===== config.mk =====
export PLATFORM = sky130hd
export DESIGN_NAME = queue_ctrl
export DESIGN_NICKNAME = d
export VERILOG_FILES = /design/src/rtl/queue_ctrl.sv
export SDC_FILE = /design/constraint.sdc
export NUM_CORES = 1
export LEC_CHECK = 0
export ABC_AREA = 1
export BUFFER_PORTS_ARGS = -buffer_cell sky130_fd_sc_hd__buf_4
export CORE_AREA = 2 2 53 55
export DETAILED_ROUTE_END_ITERATION = 12
export DIE_AREA = 0 0 55 57
export GPL_TIMING_DRIVEN = 0
export PLACE_DENSITY = 0.68
export RECOVER_POWER = 50
export SYNTH_ARGS = -nofsm -noshare
export SYNTH_HDL_FRONTEND = slang
export SYNTH_SLANG_ARGS = --single-unit

===== constraint.sdc =====
create_clock -name clk -period 3.1 [get_ports clk]
set_input_delay 0.155 -clock clk [delete_from_list [all_inputs] [get_ports clk]]
set_output_delay 0.155 -clock clk [all_outputs]
set_load 0.005 [all_outputs]

===== src/rtl/queue_ctrl.sv =====
// queue_ctrl: occupancy counter with event arbitration, rejection alarm and wait estimate; QUEUE_STATS_EN adds served_total.
// Latency: pcount 1 cycle after sensor edge, wait_time 1 more; no backpressure, one event per input every 2 cycles.
module queue_ctrl #(
  parameter int CAPACITY   = 7,
  parameter int TSVC       = 3,
  parameter int ALARM_HOLD = 4
) (
  input  logic       clk,
  input  logic       reset,
  input  logic       enter_req,
  input  logic       exit_req,
  output logic [3:0] pcount,
  output logic [7:0] wait_time,
  output logic       full,
  output logic       empty,
  output logic       alarm,
  output logic [7:0] served_total
);

  typedef enum logic {IDLE, ALARM} state_t;

  localparam logic [3:0] CAP       = 4'(CAPACITY);
  localparam logic [3:0] HOLD_INIT = 4'(ALARM_HOLD - 1);
  localparam logic [7:0] TSVC_W    = 8'(TSVC);

  state_t     state, state_nxt;
  logic [3:0] hold, hold_nxt;
  logic [3:0] pcount_nxt;
  logic       enter_prev, exit_prev;
  logic       ent, ext, reject;

  // prev registers reset high so a level already asserted at reset release is ignored
  assign ent = enter_req & ~enter_prev;
  assign ext = exit_req & ~exit_prev;

  always_comb begin
    pcount_nxt = pcount;
    reject     = 1'b0;
    case ({ent, ext})
      2'b10: begin
        if (pcount < CAP) pcount_nxt = pcount + 4'd1;
        else              reject     = 1'b1;
      end
      2'b01: begin
        if (pcount != 4'd0) pcount_nxt = pcount - 4'd1;
        else                reject     = 1'b1;
      end
      default: pcount_nxt = pcount;
    endcase
  end

  always_comb begin
    state_nxt = state;
    hold_nxt  = hold;
    case (state)
      IDLE: begin
        if (reject) begin
          state_nxt = ALARM;
          hold_nxt  = HOLD_INIT;
        end
      end
      ALARM: begin
        if (reject)              hold_nxt  = HOLD_INIT;
        else if (hold == 4'd0)   state_nxt = IDLE;
        else                     hold_nxt  = hold - 4'd1;
      end
      default: state_nxt = IDLE;
    endcase
  end

  always_ff @(posedge clk or negedge reset) begin
    if (!reset) begin
      enter_prev <= 1'b1;
      exit_prev  <= 1'b1;
      pcount     <= 4'd0;
      wait_time  <= 8'd0;
      state      <= IDLE;
      hold       <= 4'd0;
    end else begin
      enter_prev <= enter_req;
      exit_prev  <= exit_req;
      pcount     <= pcount_nxt;
      wait_time  <= 8'(pcount) * TSVC_W;
      state      <= state_nxt;
      hold       <= hold_nxt;
    end
  end

  assign full  = (pcount == CAP);
  assign empty = (pcount == 4'd0);
  assign alarm = (state == ALARM);

`ifdef QUEUE_STATS_EN
  logic dec;
  assign dec = ext & ~ent & (pcount != 4'd0);

  always_ff @(posedge clk or negedge reset) begin
    if (!reset)   served_total <= 8'd0;
    else if (dec) served_total <= served_total + 8'd1;
  end
`else
  assign served_total = 8'd0;
`endif

endmodule

==> results of run 1 <==
-- layout make-up --
| class | count | share of cell area |
|---|---|---|
| inverters | 23 | 0.0657 |
| clock buffers | 4 | 0.0197 |
| repair buffers | 19 | 0.110 |
| plain buffers | 10 | 0.0563 |
| well taps | 31 | 0.0291 |
| flip-flops and latches | 17 | 0.321 |
| multi-input cells | 77 | 0.399 |
-- timing repair --
action	CTS	global route
setup endpoints to repair	0	0
endpoints found under the hold margin	19	0
hold buffers	3	0
-- worst reg2reg max path: cells and delay by family, from the launching register on --
kind	cells	cell delay [ns]
adder cells (fa/ha/maj)	2	0.61
AND/OR/NAND/NOR	6	0.32
flip-flops	1	0.53
AO/OA/AOI/OAI	1	0.20
-- sequential cells by signal, indices dropped and copies added, names as in the netlist --
signal / cells
wait_time: 6
hold: 4
alarm: 1
exit_prev: 1
enter_prev: 1
pcount: 4
-- metal layers --
layer  track usage  vias up  part of all wire
li1              -      400                 -
met1         0.168      328              0.46
met2         0.197       14              0.48
met3        0.0236        2             0.040
met4        0.0732        0             0.016
met5             0        -                 0
-- layout by cell type, fill, tap and decap left out, types with 2 or more instances in the layout --
cell type and instances:
o21ai_0 2, nand2_1 21, inv_1 21, clkbuf_1 2
nand2_4 2, o21ai_1 2, nor2_1 5, a21oi_1 2
dfrtp_1 15, conb_1 10, dlygate4sd3_1 3, clkbuf_4 8
nand3_1 5, ha_1 13, xor2_1 4, buf_4 20
fa_1 2, dfstp_2 2, nand2_2 3
-- stage by stage --
step,setup WS [ns],area [sq um],hold WS [ns],utilization,instances
3_3_place_gp,1.39,1280,0.0295,0.490,174
4_1_cts,1.22,1340,0.250,0.511,181
6_report,1.21,1330,0.502,0.510,181
2_1_floorplan,1.46,1120,-0.141,-,127
3_5_place_dp,1.33,1280,0.0356,0.490,174
5_1_grt,1.02,1330,0.518,0.510,181
-- where the power goes --
group | internal (mW) | total, mW | switching (mW)
Sequential | 0.324 | 0.408 | 0.0841
Combinational | 0.279 | 0.573 | 0.294
Clock | 0.0499 | 0.120 | 0.0698
-- cells by family (layout without fill, tap and decap cells) --
kind of cell	count (synthesis)	count (layout)	share of synthesized area
compound gates	8	8	0.0402
fa+ha+maj	15	15	0.186
simple gates	38	38	0.172
flops	17	17	0.393
buf+inv	33	56	0.149
other cells	1	10	0.00344
xor+xnor	6	6	0.0552
-- path summary, 6_finish.rpt --
path,endpoint,depth (start not counted)
hold reg to reg,hold[0],2
max in group asynchronous,wait_time[5],2
hold / removal,hold[0],2
min in group asynchronous,pcount[1],2
setup / recovery,pcount[3],13
setup reg to reg,pcount[3],9
==> results.toml, run 1 <==
[setup_path]
cp_max_fo = 5
r2r_slack_ns = 1.33
path_buf_inv = 4
crit_type = "input pin to register"
crit_path_cell_trace = "dlygate4sd3_1, clkbuf_4, inv_1, nor2_1, inv_1, ha_1, ha_1, a21oi_1, nand2_1, nand2_1, nand2_1, nand2_1, nand2_1"
crit_slowest_cell = "dlygate4sd3_1"
cp_top_family = "buffers and inverters"
reg2reg_from = "exit_prev"
timing.critical_path.mode_cell = "nand2_1"
critPathMaxStageDelay_ns = 0.52
crit_arrival_ns = 2.08
crit_required_ns = 3.29
start_kind = "input pin"
end_kind = "register"
critPathLaunch = "enter_req"

[clock_tree]
clockBufferDepth = 2
clk_pin_slew_ns = 0.10
numCtsBuffers = 3
cts_setup_buffers = 0
h-tree-depth = 1
root_buffer = "clkbuf_4"
post_cts_resized = 0
worstSkewPairLatency_ns = 0.29
cts_tree = "done"
clock-sinks = 17

[timing]
period_share = 0.611
slew_viol_final = 0
fmax_ghz = 0.528
min_period_ns = 1.89
setup_viol = 0
tns_ns = 0
clock_skew_ns = 0.00355
hold_viol = 0
rsz0062_at_grt = "false"
maxSlewHeadroom = 0.391
tightest_slew_ns = 0.913

[yosys]
ys_ff_latch = 17
synth_cell_types = 24
synth_top_area_frac = 0.345
ys_top_cells_by_count = "21 x inv_1, 21 x nand2_1, 15 x dfrtp_1"
async_reset_ff_frac = 1.00
syn_avg_cell_area_sq_um = 9.22
synth.area.top_cells = "dfrtp_1 34%, ha_1 15%, inv_1 7.2%"
syn_inst = 118
synth_area_sq_um = 1090
synth_top_area_cell = "dfrtp_1"
ys_seq_area_frac = 0.393
yosys_warnings = 0
synth_edf_count = 0
synth_flop_cell = "dfrtp_1"

[grt]
first_global_vias = 697
grt_pass1_wl_microns = 2960
grt_max_degree = 18
antenna_found_initial = 0
grt_usage = 0.129
grt_overflow = 0

[detailed_routing]
wire_per_inst_microns = 9.24
routed_wl_microns = 1670
drcViolationCount = 0
avgViaCountPerCell = 4.11
ant_nets = 0
drt_iter0_drc = 3
dr_total_vias = 744
drt_first_pass_iters = 3

[place]
port_buffers = 16
hpwl_microns = 1350
place_congestion = 0.750

[cells_and_area]
diodes = 0
multiInputGateArea_sq_um = 532
regArea_sq_um = 428
drive_gt1_frac = 0.260
area_growth_pct = 22.5
nets = 170
fill_cells = 247

[run_status]
status = "completed"

[flow_run]
drv_cap = 0

[die]
num_rows = 19
die_h_microns = 57
core_area_sq_um = 2620
die_area_sq_um = 3140
die_width_microns = 55
initial_core_util = 0.416
ios = 27

[power]
powerDensity_nw_per_um2 = 825
ir_worst_vdd_mv = 0.434
p_leak_nw = 0.785
total_power_mw = 1.10

[worst_hold_path]
hold_class = "register to register"
hold_start = "hold[0]"
Power figures use the tool's default switching activity.
==> run 2, diff against run 1 <==
clock period = 1.75 ns   (was 3.1 ns; I/O delays follow)
==> results.toml, run 2 (synthesis results as in run 1) <==
[run_status]
status = "completed"

[detailed_routing]
dr_total_vias = 750
routed_wl_microns = 1680
drt_first_pass_iters = 3
ant_nets = 0
wire_per_inst_microns = 9.30
avgViaCountPerCell = 4.14
drcViolationCount = 0
drt_iter0_drc = 8

[grt]
grt_usage = 0.130
grt_overflow = 0
grt_use_met1 = 0.165
grt_use_met2 = 0.202
met3_usage = 0.0236
grt_pass1_wl_microns = 2950
grt_max_degree = 18
first_global_vias = 696
busiest_layer = "met2"
antenna_found_initial = 0

[clock_tree]
worstSkewPairLatency_ns = 0.29
cts_tree = "done"
clock-sinks = 17
root_buffer = "clkbuf_4"
clk_pin_slew_ns = 0.10
clockBufferDepth = 2
numCtsBuffers = 3
cts_setup_buffers = 0
h-tree-depth = 1

[cells_and_area]
fill_cells = 240
final_cell_mix = "21 x inv_1, 21 x nand2_1, 20 x buf_4"
reg_top3 = "wait_time (6), hold (4), pcount (4)"
largest_reg_flops = 6
post_layout_nonfiller_instances = 181
postLayoutCoreUtil = 0.517
nets = 170
area_growth_pct = 24.3
top_register = "wait_time"
diodes = 0
drive_gt1_frac = 0.280

[setup_path]
start_kind = "input pin"
crit_type = "input pin to register"
critPathMaxStageDelay_ns = 0.52
crit_path_cell_trace = "dlygate4sd3_1, clkbuf_4, inv_1, nor2_2, ha_4, ha_1, a21oi_2, nand2_1, nand2_1, nand2_1, nand2_1, nand2_1"
cp_max_fo = 5
reg2reg_depth = 10
crit_arrival_ns = 1.82
crit_required_ns = 1.94
end_kind = "register"
crit_slowest_cell = "dlygate4sd3_1"
timing.critical_path.mode_cell = "nand2_1"

[place]
port_buffers = 16
hpwl_microns = 1350
dp_cells = 174
pre_cts_slack_ns = -0.0178
place_congestion = 0.750

[timing]
worst_slack_ns = 0.119
hold_viol = 0
whs_ns = 0.435
maxSlewHeadroom = 0.394
setup_viol = 0
min_period_ns = 1.63
slew_viol_final = 0
clock_skew_ns = 0.00427
fmax_ghz = 0.613
tightest_slew_ns = 0.910
period_share = 0.932

[flow_run]
drv_cap = 0

[die]
initial_core_util = 0.416
die_h_microns = 57
num_rows = 19
die_width_microns = 55
die_area_sq_um = 3140
core_area_sq_um = 2620
ios = 27

[power]
p_leak_nw = 0.786
combPwrFrac = 0.522
p_sw_frac = 0.407
power_frac_clock = 0.108
intPower_mw = 1.16
ir_worst_vdd_mv = 0.769
p_switching_mw = 0.797
powerDensity_nw_per_um2 = 1450
pwr-share-seq = 0.369
total_power_mw = 1.96

[worst_hold_path]
hold_class = "input pin to register"
holdPathStages = 8
run 2: layer usage:
metal | vias up | part of all wire
met5 | - | 0
met2 | 14 | 0.48
li1 | 401 | -
met1 | 333 | 0.46
met4 | 0 | 0.016
met3 | 2 | 0.041
run 2: path summary, 6_finish.rpt:
| path | from | endpoint | slack [ns] |
|---|---|---|---|
| max | exit_req | pcount[3] | 0.12 |
| max reg2reg | enter_prev | pcount[3] | 0.12 |
| min | enter_req | hold[1] | 0.43 |
| max in group asynchronous | reset | wait_time[5] | 0.76 |
| min reg2reg | hold[0] | hold[0] | 0.50 |
| min in group asynchronous | reset | pcount[1] | 0.44 |
run 2: power groups by stage:
stage / clock network, mW / registers [mW] / logic [mW]
after floorplan: 0 / 0.717 / 0.673
after global placement: 0 / 0.727 / 0.991
after global routing: 0.235 / 0.762 / 1.20
final: 0.212 / 0.723 / 1.02
after CTS: 0.222 / 0.730 / 1.04
after detailed placement: 0 / 0.737 / 1.03
run 2: what timing repair did:
| item | 4_1_cts | 5_1_grt |
|---|---|---|
| hold buffers | 3 | 0 |
| pin swaps | 0 | 0 |
| gates cloned | 0 | 0 |
| setup endpoints to repair | 2 | 2 |
| endpoints found under the hold margin | 19 | 0 |
| resized for setup | 1 | 3 |
run 2: area by class of cell:
cell class	instances	area, sq um	share of cell area
sequential	17	428	0.316
tap	31	38.8	0.0287
timing repair buffer	19	146	0.108
clock buffer	4	26.3	0.0194
multi-input combinational	77	551	0.407
buffer	10	75.1	0.0555
inverter	23	87.6	0.0648
run 2: metrics by stage:
step	cell area [sq um]	TNS, ns
after floorplan	1120	0
after global placement	1280	0
after detailed placement	1280	-0.0178
after CTS	1340	0
after global routing	1350	-0.00452
final	1350	0
run 2: critical path, delay by kind of cell:
| kind | cells | cell delay, ns |
|---|---|---|
| buf+inv | 3 | 0.69 |
| simple gates | 6 | 0.41 |
| fa+ha+maj | 2 | 0.46 |
| compound gates | 1 | 0.17 |
